### config.mk
export PLATFORM = sky130hd
export DESIGN_NAME = change_dispenser
export DESIGN_NICKNAME = d
export VERILOG_FILES = /design/src/rtl/change_dispenser.sv
export SDC_FILE = /design/constraint.sdc
export NUM_CORES = 1
export LEC_CHECK = 0
export CAP_MARGIN = 10
export CORE_ASPECT_RATIO = 0.5
export CORE_UTILIZATION = 30
export CTS_CLUSTER_SIZE = 20
export DETAILED_ROUTE_END_ITERATION = 8
export PLACE_DENSITY_LB_ADDON = 0.08
export REMOVE_ABC_BUFFERS = 1
export SLEW_MARGIN = 20
export SYNTH_ARGS = -nofsm -noshare
export SYNTH_HDL_FRONTEND = slang
export SYNTH_SLANG_ARGS = --single-unit
### constraint.sdc
create_clock -name clk -period 3.4 [get_ports clk]
set_clock_uncertainty 0.2 [all_clocks]
set_input_delay 0.34 -clock clk [delete_from_list [all_inputs] [get_ports clk]]
set_output_delay 0.34 -clock clk [all_outputs]
set_load 0.01 [all_outputs]
### src/rtl/change_dispenser.sv
// -----------------------------------------------------------------------------
// change_dispenser
// Pays out an amount of change (units of 10 sen) one coin at a time. It always
// picks the largest denomination that still fits and whose tube is not empty.
// A coin is offered on coin_valid/coin_sel and held until the mechanism acks
// it. A missing ack times out after COIN_TO cycles and reports a fault.
//
// Parameters
//   COIN_TO    : ISSUE cycles without coin_ack before the payout faults (<=255)
// Ports
//   clk        : system clock, rising edge
//   rst        : asynchronous active-low reset
//   start      : one-cycle payout request, honoured only when idle
//   amount     : change owed, units of 10 sen
//   abort      : stop the payout early (SELECT / ISSUE)
//   empty      : tube empty flags [3]=RM1 [2]=50sen [1]=20sen [0]=10sen
//   coin_ack   : mechanism has ejected the offered coin
//   coin_valid : coin ejection request
//   coin_sel   : offered denomination 3=RM1 2=50sen 1=20sen 0=10sen
//   busy       : payout in progress
//   done       : one-cycle completion pulse
//   short      : amount not fully paid (valid with done)
//   fault      : ack timeout (valid with done)
//   remaining  : unpaid units, held after done until the next start
// -----------------------------------------------------------------------------
module change_dispenser #(
  parameter int COIN_TO = 255
) (
  input  logic       clk,
  input  logic       rst,
  input  logic       start,
  input  logic [7:0] amount,
  input  logic       abort,
  input  logic [3:0] empty,
  input  logic       coin_ack,
  output logic       coin_valid,
  output logic [1:0] coin_sel,
  output logic       busy,
  output logic       done,
  output logic       short,
  output logic       fault,
  output logic [7:0] remaining
);

  typedef enum logic [1:0] {
    IDLE   = 2'd0,
    SELECT = 2'd1,
    ISSUE  = 2'd2,
    DONE   = 2'd3
  } state_t;

  localparam logic [8:0] COIN_TO_W = 9'(COIN_TO);

  // Value of a denomination code in units of 10 sen.
  function automatic logic [7:0] coin_value(input logic [1:0] sel);
    logic [7:0] v;
    case (sel)
      2'd3:    v = 8'd10;
      2'd2:    v = 8'd5;
      2'd1:    v = 8'd2;
      default: v = 8'd1;
    endcase
    return v;
  endfunction

  state_t     state_q, state_d;
  logic [7:0] rem_q, rem_d;
  logic [7:0] cnt_q, cnt_d;
  logic [1:0] sel_q, sel_d;
  logic       short_q, short_d;
  logic       fault_q, fault_d;
  logic       coin_valid_q, coin_valid_d;
  logic       busy_q, busy_d;
  logic       done_q, done_d;
  logic [7:0] ack_rem_s;
  logic       timeout_s;

  // State register and all registered outputs.
  always_ff @(posedge clk or negedge rst) begin
    if (!rst) begin
      state_q      <= IDLE;
      rem_q        <= 8'd0;
      cnt_q        <= 8'd0;
      sel_q        <= 2'd0;
      short_q      <= 1'b0;
      fault_q      <= 1'b0;
      coin_valid_q <= 1'b0;
      busy_q       <= 1'b0;
      done_q       <= 1'b0;
    end else begin
      state_q      <= state_d;
      rem_q        <= rem_d;
      cnt_q        <= cnt_d;
      sel_q        <= sel_d;
      short_q      <= short_d;
      fault_q      <= fault_d;
      coin_valid_q <= coin_valid_d;
      busy_q       <= busy_d;
      done_q       <= done_d;
    end
  end

  // Next-state, remainder, timeout counter, coin selection and done flags.
  always_comb begin
    state_d   = state_q;
    rem_d     = rem_q;
    cnt_d     = cnt_q;
    sel_d     = sel_q;
    short_d   = 1'b0;
    fault_d   = 1'b0;
    // Cannot underflow: a coin is only offered if its value fits the remainder.
    ack_rem_s = rem_q - coin_value(sel_q);
    timeout_s = (({1'b0, cnt_q} + 9'd1) >= COIN_TO_W);
    case (state_q)
      IDLE: begin
        if (start) begin
          state_d = SELECT;
          rem_d   = amount;
          cnt_d   = 8'd0;
        end else begin
          state_d = IDLE;
        end
      end
      SELECT: begin
        cnt_d = 8'd0;
        if (abort || (rem_q == 8'd0)) begin
          state_d = DONE;
          short_d = (rem_q != 8'd0);
        end else if (!empty[3] && (rem_q >= 8'd10)) begin
          state_d = ISSUE;
          sel_d   = 2'd3;
        end else if (!empty[2] && (rem_q >= 8'd5)) begin
          state_d = ISSUE;
          sel_d   = 2'd2;
        end else if (!empty[1] && (rem_q >= 8'd2)) begin
          state_d = ISSUE;
          sel_d   = 2'd1;
        end else if (!empty[0]) begin
          state_d = ISSUE;
          sel_d   = 2'd0;
        end else begin
          state_d = DONE;
          short_d = 1'b1;
        end
      end
      ISSUE: begin
        if (coin_ack) begin
          // The ack is honoured first so an abort on the same edge sees the
          // reduced remainder.
          rem_d = ack_rem_s;
          cnt_d = 8'd0;
          if (abort) begin
            state_d = DONE;
            short_d = (ack_rem_s != 8'd0);
          end else begin
            state_d = SELECT;
          end
        end else if (timeout_s) begin
          state_d = DONE;
          cnt_d   = cnt_q + 8'd1;
          fault_d = 1'b1;
          short_d = 1'b1;
        end else if (abort) begin
          state_d = DONE;
          cnt_d   = cnt_q + 8'd1;
          short_d = (rem_q != 8'd0);
        end else begin
          state_d = ISSUE;
          cnt_d   = cnt_q + 8'd1;
        end
      end
      DONE: begin
        state_d = IDLE;
        cnt_d   = 8'd0;
      end
      default: begin
        state_d = IDLE;
      end
    endcase
  end

  // Output decode from the next state so every output leaves a flop.
  always_comb begin
    coin_valid_d = (state_d == ISSUE);
    busy_d       = (state_d == SELECT) || (state_d == ISSUE);
    done_d       = (state_d == DONE);
  end

  assign coin_valid = coin_valid_q;
  assign coin_sel   = sel_q;
  assign busy       = busy_q;
  assign done       = done_q;
  assign short      = short_q;
  assign fault      = fault_q;
  assign remaining  = rem_q;

endmodule

==> reports/metrics.yaml <==
final_min_period_over_clock_period: 0.811
cts_root_buf: "clkbuf_16"
crit_slowest_cell: "or3b_2"
setup_tns_ns: 0
floorplan.initialDensity: 0.327
detail-route-antenna-nets: 0
via_count_of_the_first_global_routing_pass: 1400
setup_viol: 0
diodes: 0
post_synth_main_area_contributors: "dfrtp_1 (37%), ha_1 (8.9%), o21ai_0 (7.7%)"
setup.worst_path.start_class: "flip-flop"
fmax_mhz: 363
path_max_fanout: 7
cts_tree: "yes"
syn_area_sq_mm: 0.00169
count_of_unique_library_cells_instantiated_by_yosys: 42
antenna_found_initial: 0
synthCells: 197
critPathKind: "flip-flop to flip-flop"
grt_max_degree: 26
yosysSeqAreaShare: 0.370
area_leader_netlist: "dfrtp_1"
vias_per_cell: 4.96
cap_viol_max_count: 0
asyncSetResetFlopFracSynth: 1.00
cts_hold_buffers: 0
dp.final_hpwl_microns: 3150
cts.sink_count: 25
final.min_clock_period_ns: 2.76
power_leakage_nw: 0.945
placementRows: 18
grt.overflow.total: 0
report.final.hold_viol_count: 0
dieHeight_microns: 55.1
port-buffer-count: 31
final_layout_size_suffix_gt1_frac: 0.0609
end_kind: "flip-flop"
routedWlPerCell_microns: 13.4
reg2reg_to: "busy"
floorplan.io_pins: 32
hp-class: "input pin to async pin"
timing.critical_path.cells: "ha_1 -> nor2b_1 -> or3b_2 -> o22ai_1 -> o21ai_0 -> a311o_1 -> and3_1 -> ha_1 -> inv_1"
die_x_microns: 108
synthesis.yosys.warnings: 0
clk_latency_ns: 0.26
worst_slew_pin_slew_ns: 0.542
yosys.cell_count.top_type: "o21ai_0"
final_nets: 261
mean_instance_size_in_the_synthesized_netlist_sq_um: 8.59
synth_top_family_by_area: "compound AO/OA/AOI/OAI gates"
ys_top_cells_by_count: "o21ai_0 (26), dfrtp_1 (25), nand2_1 (23)"
cellPowerDensity_mw_per_mm2: 866
timing.rr.start: "cnt_q[0]"
synthMuxAreaShare: 0.0192
crit_top_cell: "ha_1"
drtIter0Drc: 45
number_of_flops_mapped_to_enable_cells_by_yosys: 0
die_area_sq_mm: 0.00597
cts_made_buffers: 3
power.ir.vdd_worst_v: 0.000354
drt_first_pass_iters: 4
rr_worst_depth: 9
synthToLayoutAreaGrowth_pct: 28.2
wire_length_of_the_first_global_routing_pass_microns: 6860
core_sq_mm: 0.00518
run_status: "finished, final reports clean"
flops_latches_synth: 25
synth_ff_type: "dfrtp_1"
cpPeakStageDelay_ns: 0.45
drv_slew: 0
gp_congestion: 0.817
max-clock-path-buffers: 2
via_count: 1489
h-tree-depth: 1
worst-r2r-setup-slack_ns: 0.64
share_of_synthesized_cell_area_in_and_or_nand_and_nor_gates: 0.223
worst_hold_slack_ns: 0.244
synth_compound_area_frac: 0.231
timing.slew.headroom: 0.638
post-cts-setup-buffer-count: 0
gr_usage_total: 0.153
arrival_time_of_the_worst_setup_path_ns: 2.72
critical_path_required_ns: 3.36
synthAdderAreaFrac: 0.101
yosys.area_share.xor_xnor: 0.0207
grt_setup_unrepaired: "false"
finalWirelength_microns: 4030
yosysTopAreaCellShare: 0.370
drcViolationCount: 0
cts_resized: 0
cts.clk_slew.worst_paths_ns: 0.06
-- layout make-up --
cell class	count	area [sq um]
flip-flops and latches	25	626
fillers	518	3010
inverters	12	45.0
multi-input cells	156	1010
repair buffers	33	325
well taps	70	87.6
clock inverters	1	5.00
clock buffers	3	75.1
-- critical path: cells and delay by family, from the launching register on --
kind / cells / cell delay (ns)
adders and majority gates: 2 / 0.52
AOI/OAI and AO/OA: 3 / 0.72
and+or+nand+nor: 3 / 0.75
DFF: 1 / 0.43
buffers and inverters: 1 / 0.03
-- power breakdown --
| group | total [mW] | internal, mW | switching (mW) |
|---|---|---|---|
| clock network | 0.266 | 0.159 | 0.108 |
| registers | 0.510 | 0.393 | 0.117 |
| logic | 1.10 | 0.518 | 0.587 |
| total | 1.88 | 1.07 | 0.812 |
-- flip-flops by register name, indices dropped and copies added (netlist names) --
signal and count:
short 1, cnt_q 8, state_q 2, done 1, busy 1, remaining 8
fault 1, coin_valid 1, coin_sel 2
-- cells in the final DEF (no fill, tap or decap), types with 4 or more instances in the layout --
cell type	Yosys	routed
and3_1	5	5
dfrtp_1	25	25
clkdlybuf4s50_1	0	31
nor3_1	4	4
nor2_1	15	15
nand2_1	23	23
a21oi_1	11	11
ha_1	12	12
o21ai_0	26	26
nand2b_1	5	5
a211oi_1	4	4
inv_1	12	12
nand4_1	4	4
nor2b_1	5	5
-- per-stage QoR --
| step | power (mW) | setup WS, ns | instances | area, sq um | utilization |
|---|---|---|---|---|---|
| floorplan | 1.23 | 0.810 | 193 | 1680 | - |
| global placement | 1.62 | 0.687 | 295 | 2080 | 0.402 |
| detailed placement | 1.61 | 0.638 | 295 | 2080 | 0.402 |
| CTS | 1.89 | 0.626 | 299 | 2160 | 0.418 |
| global route | 2.07 | 0.454 | 300 | 2170 | 0.419 |
| finish | 1.88 | 0.644 | 300 | 2170 | 0.419 |
-- layer usage --
layer	wire length, microns	up-vias	GRT usage
met5	0	-	0
met4	12	0	0.0205
met3	113	4	0.0351
met2	1810	15	0.261
met1	2090	696	0.206
li1	-	774	-
-- worst max-delay path by stage --
stage	startpoint	slack [ns]	cells past startpoint	endpoint
floorplan	cnt_q[0]	0.81	9	busy
global placement	cnt_q[0]	0.69	9	busy
detailed placement	cnt_q[0]	0.64	9	busy
CTS	cnt_q[0]	0.63	9	busy
global route	cnt_q[0]	0.45	9	busy
finish	cnt_q[0]	0.64	9	busy
-- logic make-up after synthesis --
kind of cell / after synthesis
flip-flops: 25
AO/OA/AOI/OAI: 62
buffers and inverters: 16
adder cells (fa/ha/maj): 13
multiplexers: 3
XOR/XNOR: 4
AND/OR/NAND/NOR: 74
(Power assumes the default switching activity.)
